===== config.mk =====
export PLATFORM = sky130hd
export DESIGN_NAME = mem_port_arbiter
export DESIGN_NICKNAME = d
export VERILOG_FILES = /design/src/rtl/mem_port_arbiter.sv
export SDC_FILE = /design/constraint.sdc
export NUM_CORES = 1
export LEC_CHECK = 0
export BUFFER_PORTS_ARGS = -buffer_cell sky130_fd_sc_hd__clkbuf_2
export CORE_AREA = 2 2 105 107
export CTS_CLUSTER_SIZE = 40
export DETAILED_ROUTE_END_ITERATION = 6
export DIE_AREA = 0 0 107 109
export GPL_TIMING_DRIVEN = 0
export PLACE_DENSITY = 0.59
export SLEW_MARGIN = 20
export SYNTH_ARGS = -nofsm -noshare
export SYNTH_HDL_FRONTEND = slang
export SYNTH_SLANG_ARGS = --single-unit

===== constraint.sdc =====
create_clock -name clk -period 1.6 [get_ports clk]
set_input_delay 0.32 -clock clk [delete_from_list [all_inputs] [get_ports clk]]
set_output_delay 0.32 -clock clk [all_outputs]
set_load 0.01 [all_outputs]

===== src/rtl/mem_port_arbiter.sv =====
// Arbitrates a single-port synchronous-read memory between fetch and data ports.
// Optional performance counters are enabled by defining ARB_PERF_CNT_EN.
module mem_port_arbiter #(
  parameter int ADDR_W       = 32,
  parameter int STARVE_LIMIT = 4
) (
  input  logic              clk,
  input  logic              reset,
  input  logic              i_req,
  input  logic [ADDR_W-1:0] i_addr,
  output logic              i_gnt,
  output logic              i_rvalid,
  output logic [31:0]       i_rdata,
  input  logic              d_req,
  input  logic [3:0]        d_we,
  input  logic [ADDR_W-1:0] d_addr,
  input  logic [31:0]       d_wdata,
  output logic              d_gnt,
  output logic              d_rvalid,
  output logic [31:0]       d_rdata,
  output logic              m_en,
  output logic [3:0]        m_we,
  output logic [ADDR_W-1:0] m_addr,
  output logic [31:0]       m_wdata,
  input  logic [31:0]       m_rdata
`ifdef ARB_PERF_CNT_EN
  ,
  output logic [31:0]       perf_i_stall,
  output logic [31:0]       perf_d_acc
`endif
);

  localparam logic [3:0] LIMIT = 4'(STARVE_LIMIT);

  localparam logic [1:0] OWN_NONE = 2'd0;
  localparam logic [1:0] OWN_I    = 2'd1;
  localparam logic [1:0] OWN_D    = 2'd2;

  logic [3:0] starve_cnt;
  logic [1:0] rd_owner;

  // Data wins unless fetch has been denied STARVE_LIMIT cycles in a row.
  always_comb begin
    i_gnt = 1'b0;
    d_gnt = 1'b0;
    if (!reset) begin
      if (i_req && (!d_req || starve_cnt == LIMIT)) begin
        i_gnt = 1'b1;
      end else if (d_req) begin
        d_gnt = 1'b1;
      end
    end
  end

  always_comb begin
    m_en    = i_gnt | d_gnt;
    m_we    = d_gnt ? d_we : '0;
    m_addr  = d_gnt ? d_addr : (i_gnt ? i_addr : '0);
    m_wdata = d_gnt ? d_wdata : '0;
  end

  always_ff @(posedge clk) begin
    if (reset) begin
      starve_cnt <= '0;
      rd_owner   <= OWN_NONE;
    end else begin
      if (i_req && !i_gnt) begin
        starve_cnt <= (starve_cnt == LIMIT) ? starve_cnt : starve_cnt + 4'd1;
      end else begin
        starve_cnt <= '0;
      end
      if (i_gnt) begin
        rd_owner <= OWN_I;
      end else if (d_gnt && d_we == 4'b0000) begin
        rd_owner <= OWN_D;
      end else begin
        rd_owner <= OWN_NONE;
      end
    end
  end

  // Gating on reset drops a return that was in flight when reset arrived.
  always_comb begin
    i_rvalid = !reset && (rd_owner == OWN_I);
    d_rvalid = !reset && (rd_owner == OWN_D);
    i_rdata  = i_rvalid ? m_rdata : '0;
    d_rdata  = d_rvalid ? m_rdata : '0;
  end

`ifdef ARB_PERF_CNT_EN
  always_ff @(posedge clk) begin
    if (reset) begin
      perf_i_stall <= '0;
      perf_d_acc   <= '0;
    end else begin
      if (i_req && !i_gnt) begin
        perf_i_stall <= perf_i_stall + 32'd1;
      end
      if (d_gnt) begin
        perf_d_acc <= perf_d_acc + 32'd1;
      end
    end
  end
`endif

endmodule


==> impl_metrics.toml <==
[logic_synthesis]
syn_area_um2 = 1390
synth_edf_count = 0
async_reset_ff_frac = 0
synth_mux_area_frac = 0.00720
synth_compound_area_frac = 0.264
synth_cells = 182
yosys_warnings = 0
ys_ff_latch = 6
synth_top_flop_cell = "dfxtp_1"
syn_nets = 320
yosys.area_share.simple = 0.523
synth_top_family_by_area = "simple AND/OR/NAND/NOR gates"
synth.distinct_cells = 25
syn_area_per_cell_um2 = 7.64
synth-xor-area-share = 0
ys_seq_area_frac = 0.0864
synth_fa_ha_area_frac = 0.0180

[placed_design]
dpl_worst_slack_ns = -0.558
port_buffers = 272
dpl.cell_count = 594
gp_congestion = 0.968
dpl-instance-area_um2 = 2930
hpwl_mm = 7.61

[drt]
drtPass1Iterations = 4
drcViolationCount = 0
routedWlPerCell_um = 16.0
m1WireLength_mm = 3.71
wl_met3_um = 863
maxUsedRoutingLayer = "met4"
via_per_inst = 4.13
dr_wl_met2_mm = 5.15
drtIter0Drc = 107
postRouteAntennaNets = 0
drt_wl_total_mm = 9.87
vias = 2549

[worst_setup_path]
crit_path_top_delay_cell = "dfxtp_2"
worstSetupPathType = "flop to output pin"
worst-path-max-fanout = 6
cp-startpoint = "starve_cnt[0]$_SDFFE_PP0N_"
r2r_cells = 6
r2r_end = "starve_cnt[2]$_SDFFE_PP0N_"
cp_slowest_stage_delay_ns = 0.34
critPathCaptureType = "output pin"
start_kind = "flop"
critPathCapture = "m_en"
r2r-start = "starve_cnt[0]$_SDFFE_PP0N_"
reg2reg_slack_ns = 0.32
required_ns = 1.28
worstPathCellList = "inv_2 -> ha_4 -> nand3b_4 -> a21oi_4 -> buf_12 -> buf_4 -> or2_2 -> clkbuf_2"
critPathArrivalTime_ns = 1.62

[die]
ioPinCount = 273
core_um2 = 10600
rows = 38
dieArea_um2 = 11700
die_w_um = 107
start_util = 0.131
chipHeight_um = 109

[layout]
drive_above_1_share = 0.866
fin_nets = 617
design_area_um2 = 4000
n_antenna_cell = 0
fin_util = 0.377
fin_cells = 617
mostFrequentLayoutCell = "clkbuf_2"
layout_common_cells = "clkbuf_2, buf_6, and2_4"
synthToLayoutAreaGrowth_pct = 187

[sta]
skew_ns = 0.00553
fin_ws_ns = -0.339
slew_viol_final = 0
fin_crit_sh = 1.21
rsz0062_at_grt = "yes"
min_period_ns = 1.94
maxSlewHeadroom = 0.815
fmax_mhz = 516
tightestPinTransition_ns = 0.277
setup-violations-final = 133
final-hold-violation-count = 0

[power]
p_clk_frac = 0.227
vdd_drop_max_uv = 150
seq_power_share = 0.147
p_per_area_nw_per_um2 = 265
combPwrFrac = 0.626
p_leak_nw = 2.22
p_sw_frac = 0.348
p_int_mw = 0.692
total_power_mw = 1.06
p_sw_mw = 0.368

[grt]
grt_pass1_wl_mm = 12.4
grt.total_usage = 0.136
antenna_found_initial = 0
gr-total-overflow = 0
grt_pass1_vias = 2318
grt_max_degree = 11

[outcome]
violations = "negative setup slack"
outcome = "finished, violations left"

[clocking]
numCtsBuffers = 3
root_buffer = "clkbuf_8"
clk_transition_reported_paths_ns = 0.04
clock_latency_ns = 0.23
cts_tree = "yes"
cts_max_path_buffers = 2
htree_levels = 1
clkSinkCount = 6

[worst_hold_path]
min-delay-path-class = "primary input to flop"
hold_path.startpoint = "d_req"

[run]
drv_cap = 0
## kinds of logic (layout without fill, tap and decap cells)
| group | after synthesis | after routing |
|---|---|---|
| AND/OR/NAND/NOR | 117 | 117 |
| AO/OA/AOI/OAI | 36 | 36 |
| buffers and inverters | 20 | 315 |
| flip-flops | 6 | 6 |
| adder cells (fa/ha/maj) | 2 | 2 |
| multiplexers | 1 | 1 |
## through the flow
step	TNS (ns)	hold slack (ns)
finish	-22.91	0.359
global route	-31.32	0.381
global placement	-48.46	0.443
detailed placement	-51.64	0.475
CTS	-22.15	0.360
floorplan	0	0.412
## Yosys cell counts (2+ instances only)
| cell | instances | area [µm²] |
|---|---|---|
| and2_1 | 101 | 632 |
| a22o_2 | 26 | 260 |
| buf_6 | 7 | 78.8 |
| a22o_1 | 6 | 52.6 |
| dfxtp_1 | 6 | 120 |
| nor2_1 | 5 | 18.8 |
| clkbuf_1 | 4 | 15.0 |
| inv_1 | 4 | 15.0 |
| buf_4 | 3 | 22.5 |
| a21oi_1 | 2 | 10.0 |
| buf_2 | 2 | 10.0 |
| ha_1 | 2 | 25.0 |
| nor3b_1 | 2 | 15.0 |
## metal layers
layer	vias to the layer above	global-route usage
met1	1160	0.153
met2	175	0.273
met5	-	0
met4	0	0.0241
li1	1200	-
met3	14	0.0191
## area by class of cell
cell class              instances  area [µm²]
multi-input cells             156        1370
well taps                     140         175
flip-flops and latches          6         126
repair buffers                292        2050
plain buffers                  16         219
clock buffers                   3        41.3
inverters                       4        15.0
fillers                      1054        6610
## worst max-delay path, delay by kind of cell, from the launching register on
kind            cells  cell delay [ns]
flops               1             0.34
fa+ha+maj           1             0.17
simple gates        2             0.36
buf+inv             4             0.46
compound gates      1             0.06
## state kept, by name, indices dropped and copies added (netlist names)
register	count
starve_cnt	4
rd_owner	2
## timing repair
item,CTS,global route
pin swaps,13,55
hold buffers,0,0
gates cloned,6,2
setup buffers,11,1
gates resized for setup,58,216
setup endpoints to repair,137,133
## power by group through the flow
stage	clock [mW]	combinational, mW	sequential [mW]
global placement	0	0.531	0.157
detailed placement	0	0.538	0.157
floorplan	0	0.219	0.157
global route	0.252	0.711	0.156
finish	0.241	0.664	0.156
CTS	0.239	0.596	0.156
## worst min-delay path by stage
stage | to | slack, ns | depth (start not counted)
detailed placement | starve_cnt[0]$_SDFFE_PP0N_ | 0.48 | 1
floorplan | rd_owner[0]$_SDFF_PP0_ | 0.41 | 1
global placement | starve_cnt[0]$_SDFFE_PP0N_ | 0.44 | 1
CTS | rd_owner[0]$_SDFF_PP0_ | 0.36 | 2
global route | rd_owner[0]$_SDFF_PP0_ | 0.38 | 2
finish | rd_owner[0]$_SDFF_PP0_ | 0.36 | 2
Power figures use the tool's default switching activity.
